<file path="src/rtl/sync_fifo.sv">
// Single-clock FIFO with registered read port, per-write acknowledge and
// overflow/underflow pulses; occupancy flags decode directly from the count.
module sync_fifo #(
  parameter int FIFO_WIDTH = 16,
  parameter int FIFO_DEPTH = 8
) (
  input  logic                  clk,
  input  logic                  rst_n,
  input  logic [FIFO_WIDTH-1:0] data_in,
  input  logic                  wr_en,
  input  logic                  rd_en,
  output logic [FIFO_WIDTH-1:0] data_out,
  output logic                  wr_ack,
  output logic                  overflow,
  output logic                  underflow,
  output logic                  full,
  output logic                  almostfull,
  output logic                  empty,
  output logic                  almostempty
);

  localparam int PTR_W = $clog2(FIFO_DEPTH);
  localparam int CNT_W = PTR_W + 1;

  localparam logic [PTR_W-1:0] PTR_LAST  = PTR_W'(FIFO_DEPTH - 1);
  localparam logic [CNT_W-1:0] CNT_FULL  = CNT_W'(FIFO_DEPTH);
  localparam logic [CNT_W-1:0] CNT_AFULL = CNT_W'(FIFO_DEPTH - 1);
  localparam logic [CNT_W-1:0] CNT_ONE   = CNT_W'(1);
  localparam logic [CNT_W-1:0] CNT_ZERO  = '0;

  logic [FIFO_WIDTH-1:0] mem [FIFO_DEPTH];

  logic [PTR_W-1:0]      wr_ptr_reg, wr_ptr_next;
  logic [PTR_W-1:0]      rd_ptr_reg, rd_ptr_next;
  logic [CNT_W-1:0]      count_reg,  count_next;
  logic [FIFO_WIDTH-1:0] data_out_reg, data_out_next;
  logic                  wr_ack_reg,    wr_ack_next;
  logic                  overflow_reg,  overflow_next;
  logic                  underflow_reg, underflow_next;

  logic wr_accept;
  logic rd_accept;

  // Accept decisions use the pre-edge count, so a simultaneous request on an
  // empty FIFO writes but does not read, and on a full FIFO reads but does not write.
  assign full        = (count_reg == CNT_FULL);
  assign almostfull  = (count_reg == CNT_AFULL);
  assign empty       = (count_reg == CNT_ZERO);
  assign almostempty = (count_reg == CNT_ONE);

  assign wr_accept = wr_en && !full;
  assign rd_accept = rd_en && !empty;

  always_comb begin
    wr_ptr_next    = wr_ptr_reg;
    rd_ptr_next    = rd_ptr_reg;
    count_next     = count_reg;
    data_out_next  = data_out_reg;
    wr_ack_next    = 1'b0;
    overflow_next  = 1'b0;
    underflow_next = 1'b0;

    if (wr_accept) begin
      // Depth need not be a power of two, so wrap explicitly.
      wr_ptr_next = (wr_ptr_reg == PTR_LAST) ? '0 : wr_ptr_reg + 1'b1;
      wr_ack_next = 1'b1;
    end else if (wr_en) begin
      overflow_next = 1'b1;
    end

    if (rd_accept) begin
      rd_ptr_next   = (rd_ptr_reg == PTR_LAST) ? '0 : rd_ptr_reg + 1'b1;
      data_out_next = mem[rd_ptr_reg];
    end else if (rd_en) begin
      underflow_next = 1'b1;
    end

    case ({wr_accept, rd_accept})
      2'b10:   count_next = count_reg + 1'b1;
      2'b01:   count_next = count_reg - 1'b1;
      default: count_next = count_reg;
    endcase
  end

  always_ff @(posedge clk or negedge rst_n) begin
    if (!rst_n) begin
      wr_ptr_reg    <= '0;
      rd_ptr_reg    <= '0;
      count_reg     <= '0;
      data_out_reg  <= '0;
      wr_ack_reg    <= 1'b0;
      overflow_reg  <= 1'b0;
      underflow_reg <= 1'b0;
    end else begin
      wr_ptr_reg    <= wr_ptr_next;
      rd_ptr_reg    <= rd_ptr_next;
      count_reg     <= count_next;
      data_out_reg  <= data_out_next;
      wr_ack_reg    <= wr_ack_next;
      overflow_reg  <= overflow_next;
      underflow_reg <= underflow_next;
    end
  end

  // Storage is left out of reset so it maps onto block RAM; stale words are
  // unreachable because the pointers and count restart at zero.
  always_ff @(posedge clk) begin
    if (wr_accept) begin
      mem[wr_ptr_reg] <= data_in;
    end
  end

  assign data_out  = data_out_reg;
  assign wr_ack    = wr_ack_reg;
  assign overflow  = overflow_reg;
  assign underflow = underflow_reg;

endmodule
</file>
<file path="config.mk">
export PLATFORM = sky130hd
export DESIGN_NAME = sync_fifo
export DESIGN_NICKNAME = d
export VERILOG_FILES = /design/src/rtl/sync_fifo.sv
export SDC_FILE = /design/constraint.sdc
export NUM_CORES = 1
export LEC_CHECK = 0
export ABC_AREA = 1
export BUFFER_PORTS_ARGS = -buffer_cell sky130_fd_sc_hd__buf_2
export CORE_UTILIZATION = 40
export DETAILED_ROUTE_END_ITERATION = 8
export HOLD_SLACK_MARGIN = 0.02
export PLACE_DENSITY_LB_ADDON = 0.05
export REMOVE_ABC_BUFFERS = 1
export SLEW_MARGIN = 0
export SYNTH_ARGS = -nofsm -noshare
export SYNTH_HDL_FRONTEND = slang
export SYNTH_SLANG_ARGS = --single-unit
</file>
<file path="constraint.sdc">
create_clock -name clk -period 3.8 [get_ports clk]
set_clock_uncertainty 0.05 [all_clocks]
set_input_delay 0.76 -clock clk [delete_from_list [all_inputs] [get_ports clk]]
set_output_delay 0.76 -clock clk [all_outputs]
set_load 0.02 [all_outputs]
</file>
# Word level (Yosys, flattened, before mapping)
# Memories as Yosys holds them, arrays and structs flattened. A register that Yosys moved wholly into a read port is not among the register bits.
# Cells that the tools add are included.
[op_classes]
mux = 9
n_reduce_logical = 7
n_eq_ne = 7
add_sub_neg = 4
[ops]
columns = ["op", "n"]
rows = [
  ["$pmux W4 S2", 1],
  ["$add A3 B1 Y3 const B", 2],
  ["$eq A3 B3 Y1 const B", 2],
  ["$mux W1", 6],
  ["$mux W3", 2],
  ["$add A4 B1 Y4 const B", 1],
  ["$eq A4 B1 Y1 const B", 1],
  ["$eq A4 B3 Y1 const B", 1],
  ["$eq A4 B4 Y1 const B", 1],
  ["$logic_not A4 Y1", 1],
  ["$sub A4 B1 Y4 const B", 1],
  ["$logic_not A1 Y1", 3],
  ["$eq A2 B1 Y1 const B", 1],
  ["$eq A2 B2 Y1 const B", 1],
  ["$logic_and A1 B1 Y1", 2],
  ["$reduce_bool A2 Y1", 1],
]
[totals]
inputBits = 20
mem_bits_rw = 128
elab_cells = 34
memories = 1
register_bits = 13
[mem_list]
columns = ["name", "words", "word_bits", "rd", "rd_clocked_by_memory_dff", "write_ports", "line", "text"]
rows = [
  ["mem", 8, 16, 1, 1, 1, "31", "logic [FIFO_WIDTH-1:0] mem [FIFO_DEPTH];"],
]

# Longest topological paths before layout
# Gate-level depths: netlist (run 1).
[depth]
ltp_word = 5
depth_mapped = 13
mapped_depth_nobuf = 13

# Least setup slack after synthesis (run 1)
# No wires, ideal clock.
[synth_path]
path_kind = "register to register"
start = "reg count_reg[0]"
end = "mem mem[0][0] (enable)"
path_stages_with_launch = 8
setup_ns = 0.388
path_slack_ns = 1.553
t_arrival_ns = 1.808
period_less_slack_ns = 2.247
required_ns = 3.362
cell_sequence = "dfrtp_1 > inv_1 > ha_1 > nand3_2 > inv_2 > nor2_8 > nand2_1 > nor2_1"
[synth_between]
elab_chain_cells = 5
[synth_lines]
columns = ["element", "line", "text"]
rows = [
  ["from (decl)", "35", "logic [CNT_W-1:0] count_reg, count_next;"],
  ["from (signal assigned)", "97", "count_reg <= count_next;"],
  ["$eq A4 B4 Y1", "46", "assign full = (count_reg == CNT_FULL);"],
  ["via full", "16", "output logic full,"],
  ["$logic_not A1 Y1", "51", "assign wr_accept = wr_en && !full;"],
  ["$logic_and A1 B1 Y1", "51", ""],
  ["via wr_accept", "41", "logic wr_accept;"],
  ["$mux W1", "108", "if (wr_accept) begin"],
  ["$mux W1 (implied by the code)", "109", "mem[wr_ptr_reg] <= data_in;"],
  ["to (decl)", "31", ""],
]
# The timed path passes the listed nets, and every way through them passes these cells.

# Final worst setup path (run 1)
[layout_path]
start = "reg count_reg[0]"
end = "reg count_reg[2]"
[layout_between]
elab_chain_cells = 5
elab_cells_between_ends = 12
classes_between = "add/sub: 2; eq/ne: 3; mux: 1; reduce/logical: 6"
[layout_lines]
columns = ["element", "line", "text"]
rows = [
  ["$eq A4 B4 Y1 / $logic_not A4 Y1 (equally long branches)", "46, 48", ""],
  ["$logic_not A1 Y1 (on tied branches)", "51, 52", ""],
  ["$logic_and A1 B1 Y1 (on tied branches)", "51, 52", ""],
  ["$eq A2 B1 Y1 / $eq A2 B2 Y1 (equally long branches)", "78", "case ({wr_accept, rd_accept})"],
  ["$pmux W4 S2 / $reduce_bool A2 Y1 (equally long branches)", "n/a", ""],
]
# Parallel ways exist; a longest one is shown, timed or not.
# A chain may end at the register's enable or synchronous reset.

==> results.md, run 1 <==
* Status: completed
* CP Capture Type: register
* Non-filler instance count after layout at 922
* GR Overflow Total at 0
* Final hold viol count at 0
* Die Ht at 132 um
* Worst Hold Class: in -> async
* Clk sinks at 157
* Cell Int Power at 3.85 mW
* Crit-path max FO at 23
* Routed WL at 16.6 mm
* Arrival @ worst endpoint at 2.76 ns
* Final Setup Violations at 0
* Clock power frac at 29.1%
* WL met2 at 7.03 mm
* Clock root cell: clkbuf_16
* Mean routed wirelength per cell at 18.0 um
* Port bufs at 42
* VDD IR max at 0.000427 V
* # placed instances at 890
* Vias/cell at 4.78
* M1 WL at 8.38 mm
* Post_cts resized at 0
* Row Count at 47
* Share of cells above drive strength 1 at 13.7%
* Leakage at 3.48 nW
* Synth-to-Final Area Change at 14.9%
* Number of flip-flops in the largest register at 128
* # hold bufs at CTS at 0
* Worst-case reg-to-reg path depth at 10
* # DRC at 0
* WP buf/inv at 3
* Clock transition at the registers of the reported paths at 0.06 ns
* Flop2flop setup slack at 1.30 ns
* Post-CTS Setup Inserts at 0
* Latest clock arrival within the worst-skew pair at 0.42 ns
* Sw Ratio at 36.7%
* Synth Warn # at 0
* Pwr dens at 782 nW/um2
* CTS buffer count at 17
* Layout Nets at 717
* Final Power at 6.08 mW
* H-tree depth at 4
* Ant diodes at 0
* Syn avg cell area at 10.4 um2
* Combinational share of power at 32.2%
* Fin Setup TNS at 0 ns
* Hold Slack at 0.358 ns
* Largest net degree at the start of global routing at 67
* Die area at 17400 um2
* Synth Instances at 648
* Initial Util at 40.9%
* Met3 wire len at 994 um
* RSZ-0062 raised after global routing: no
* Setup Crit Path Kind: reg -> reg
* Vias in the first global route at 4360
* Sw Pwr at 2.23 mW
* Worst Tran Pin Value at 1.26 ns
* Most common cell after layout, fill and taps aside: nand2_1
* Levels on crit path at 10
* Max-cap violation count at 0
* Routability-driven placement congestion ratio at 0.790
* Part of the cycle the worst path needs at 65.8%
* Max Slew Vio Count at 0
* Most frequent cells in the layout: nand2_1 (207), edfxtp_1 (128), inv_1 (111), nand3_1 (98), buf_2 (42)
* Initial antenna violation count at 0
* CP max stage cell: dfrtp_1
* Number of routed nets with antenna violations at 0
* Max incr delay on CP at 0.44 ns
* Io pins at 43
* Tmin final at 2.50 ns
* First-pass GRT wire length at 26.3 mm
* Reg2reg start: count_reg[0]
* Routed vias at 4409
* Final core occ at 47.0%
* Clk buf depth at 2
* Seq pwr share at 38.7%
* Max Clk Rate at 400 MHz
* Register area share after synthesis at 67.6%
* Dpl hpwl at 10.3 mm
* Startpoint types: register
* TritonRoute pass-1 iters at 4
* Synthesized area at 6760 um2
* GRT Util Overall at 20.6%
* Unique cell type count in the Yosys netlist at 27
* Req. time, crit path at 4.06 ns
* Placeable Area at 16500 um2
* CP Cell Sequence: inv_1 -> ha_1 -> nand3_2 -> nand2_4 -> inv_2 -> ha_1 -> a21oi_1 -> o21ai_0 -> xor2_1 -> inv_1
* Die Wd at 132 um
* TritonCTS clock tree: built
* FF+latch count, synth at 157
* CP top delay family: adder cells
* Worst setup path startpoint: count_reg[0]
* 1st-iter DRT viols at 382
* Worst rel slew slack at 15.7%
* Highest metal used: met4
==> metrics by stage <==
stage | setup WS [ns] | instance area [um2]
2_1_floorplan | 1.23 | 6590
3_3_place_gp | 1.30 | 7130
3_5_place_dp | 1.25 | 7130
4_1_cts | 1.27 | 7770
5_1_grt | 0.990 | 7770
6_report | 1.30 | 7770
==> cell usage after synthesis <==
master      n  area share [%]
buf_4       7            0.78
edfxtp_1  128              57
nor2_1      8            0.44
nand3_1    98             7.3
inv_1     111             6.2
nor3b_1     1            0.11
nand3_2     2            0.30
xnor2_1     2            0.26
nor2_2      4            0.37
o22ai_1     1           0.093
nand2_4     1            0.17
clkbuf_1    4            0.22
xor2_1      1            0.13
clkinv_1    1           0.055
buf_1       1           0.055
nand4_1     1           0.093
inv_2       6            0.33
nor2_8      1            0.30
o21ai_1     3            0.22
nand2_1   207              11
buf_6       3            0.50
nor2_4      1            0.17
dfrtp_1    29              11
buf_2      12            0.89
o21ai_0     5            0.37
ha_1        8             1.5
a21oi_1     2            0.15
==> layer usage <==
layer | vias up | GRT usage (%)
met5 | - | 0
met4 | 0 | 6.72
met3 | 15 | 4.19
met2 | 130 | 28.7
met1 | 2115 | 31.9
li1 | 2149 | -
==> final timing paths <==
kind	end
min in group clk	data_out[7]
max in group asynchronous	rd_ptr_reg[0]
setup reg to reg	count_reg[2]
hold reg to reg	data_out[7]
setup / recovery	count_reg[2]
hold / removal	data_out[7]
==> power groups by stage <==
stage	logic [mW]	registers, mW	clock network, mW
2_1_floorplan	1.04	2.58	0
3_3_place_gp	1.97	2.38	0
3_5_place_dp	1.96	2.39	0
4_1_cts	1.98	2.36	1.80
5_1_grt	2.20	2.39	1.87
6_report	1.96	2.35	1.77
==> cell families after synthesis <==
group | share of synthesized area, %
xor+xnor | 0.389
simple gates | 20.7
fa+ha+maj | 1.48
buf+inv | 9.00
compound gates | 0.833
flops | 67.6
==> cell type report <==
cell class	instances	area [um2]
Clock inverter	10	96.3
Clock buffer	22	539
Sequential cell	157	4570
Inverter	118	443
Tap cell	220	275
Fill cell	1564	8760
Timing Repair Buffer	49	263
Multi-Input combinational cell	346	1580
Note: power is estimated with default switching activity, not from simulation.
==> run 2, diff against run 1 <==
clock period = 2.6 ns   (was 3.8 ns; I/O delays follow)
==> run 2 against run 1 <==
  * Power up 38%
  * Sequential cell count is the same
  * Sequential share of layout area up 0.43 points
  * Critical endpoint is now full
==> results.md, run 2 (synthesized netlist as in run 1, its figures left out) <==
* Post_cts resized at 0
* Synth-to-Final Area Change at 14.1%
* GR Overflow Total at 0
* Ant diodes at 0
* Clock transition at the registers of the reported paths at 0.06 ns
* Most frequent cells in the layout: nand2_1 (207), edfxtp_1 (128), inv_1 (111), nand3_1 (98), buf_2 (42)
* Part of the cycle the worst path needs at 82.9%
* Dpl hpwl at 8.76 mm
* Cell Int Power at 5.30 mW
* Die Wd at 132 um
* Final Power at 8.36 mW
* Io pins at 43
* Clock root cell: clkbuf_16
* # DRC at 0
* Initial Util at 40.9%
* Placeable Area at 16500 um2
* Sw Ratio at 36.6%
* Vias/cell at 4.66
* Clk buf depth at 2
* TritonRoute pass-1 iters at 7
* Row Count at 47
* 1st-iter DRT viols at 254
* Fin Setup TNS at 0 ns
* First-pass GRT wire length at 23.5 mm
* Routed WL at 14.7 mm
* Status: completed
* Final hold viol count at 0
* Clk sinks at 157
* Dpl ws at 0.538 ns
* Max-cap violation count at 0
* VDD IR max at 0.000671 V
* TritonCTS clock tree: built
* R2R Path End: count_reg[2]
* CTS buffer count at 17
* Post-CTS Setup Inserts at 0
* Number of flip-flops in the largest register at 128
* Worst rel slew slack at 46.6%
* Die Ht at 132 um
* Routability-driven placement congestion ratio at 0.790
* Design Area, Final at 7710 um2
* Latest clock arrival within the worst-skew pair at 0.41 ns
* Max Clk Rate at 464 MHz
* Vias in the first global route at 4397
* Combinational share of power at 33.8%
* Flop2flop setup slack at 0.51 ns
* Leakage at 3.48 nW
* H-tree depth at 4
* Reg2reg start: count_reg[0]
* Seq pwr share at 40.9%
* GRT Util Overall at 18.3%
* Port bufs at 42
* Share of cells above drive strength 1 at 13.8%
* Sw Pwr at 3.06 mW
* Arrival @ worst endpoint at 1.59 ns
* Number of routed nets with antenna violations at 0
* Final Setup Violations at 0
* Highest metal used: met4
* Worst Hold Class: in -> async
* RSZ-0062 raised after global routing: no
* Setup WS post-layout at 0.445 ns
* Clock power frac at 25.3%
* Die area at 17400 um2
* Met3 wire len at 511 um
* WL met2 at 7.00 mm
* Max Slew Vio Count at 0
* Startpoint types: register
* Placed Area at 7220 um2
* Largest net degree at the start of global routing at 67
* # hold bufs at CTS at 0
* Fillcell total at 1587
* Pwr dens at 1080 nW/um2
* Tmin final at 2.16 ns
* Routed vias at 4344
* Initial antenna violation count at 0
* Mean routed wirelength per cell at 15.8 um
* Crit-path max FO at 5
* Req. time, crit path at 2.03 ns
* Setup Crit Path Kind: reg -> out
* M1 WL at 7.02 mm
* Most common cell after layout, fill and taps aside: nand2_1
* Worst Tran Pin Value at 0.800 ns
* Worst-case reg-to-reg path depth at 11
* CP Capture Type: output port
* Layout Nets at 727
-- run 2: cell types whose count changed in the layout (fill, tap and decap cells not counted), sizes merged --
| cell | change |
|---|---|
| bufinv | -1 |
| clkinv | +6 |
| clkbuf | -2 |
| buf | +10 |
| clkinvlp | -2 |
| inv | -1 |
-- run 2: layout make-up --
class / count / area (um2) / area share [%]
Sequential cell: 157 / 4570 / 59.3
Multi-Input combinational cell: 346 / 1580 / 20.5
Inverter: 118 / 443 / 5.74
Clock buffer: 20 / 437 / 5.66
Timing Repair Buffer: 59 / 350 / 4.54
Tap cell: 220 / 275 / 3.57
Clock inverter: 12 / 55.1 / 0.714
-- run 2: per-stage QoR --
| step | std cells | util, % | hold slack (ns) |
|---|---|---|---|
| floorplan | 621 | - | 0.174 |
| global placement | 900 | 43.7 | 0.408 |
| detailed placement | 900 | 43.7 | 0.412 |
| CTS | 932 | 46.7 | 0.164 |
| global route | 932 | 46.7 | 0.185 |
| finish | 932 | 46.7 | 0.143 |
-- run 2: how the worst max path moves through the flow --
stage,cells past startpoint,start,slack (ns),endpoint
6_report,5,count_reg[0],0.44,full
3_3_place_gp,11,count_reg[0],0.59,count_reg[2]
3_5_place_dp,11,count_reg[0],0.54,count_reg[2]
4_1_cts,5,count_reg[0],0.41,full
2_1_floorplan,7,rd_ptr_reg[0],0.03,data_out[0]
5_1_grt,11,count_reg[0],0.35,count_reg[2]
-- run 2: metal layers --
metal / vias to the layer above / global-route usage (%)
li1: 2173 / -
met1: 2086 / 24.1
met2: 74 / 29.7
met3: 11 / 4.31
met4: 0 / 5.94
met5: - / 0
-- run 2: critical path: stages (launching register included) --
cell     delay [ns]
dfrtp_1        0.44
inv_1          0.10
ha_1           0.23
nand3_2        0.11
inv_2          0.11
buf_2          0.18
-- run 2: power by group through the flow --
stage	clock [mW]	combinational, mW	sequential (mW)
global route	2.26	3.20	3.47
CTS	2.17	2.88	3.42
detailed placement	0	2.86	3.47
global placement	0	2.80	3.45
finish	2.11	2.83	3.42
floorplan	0	1.52	3.77
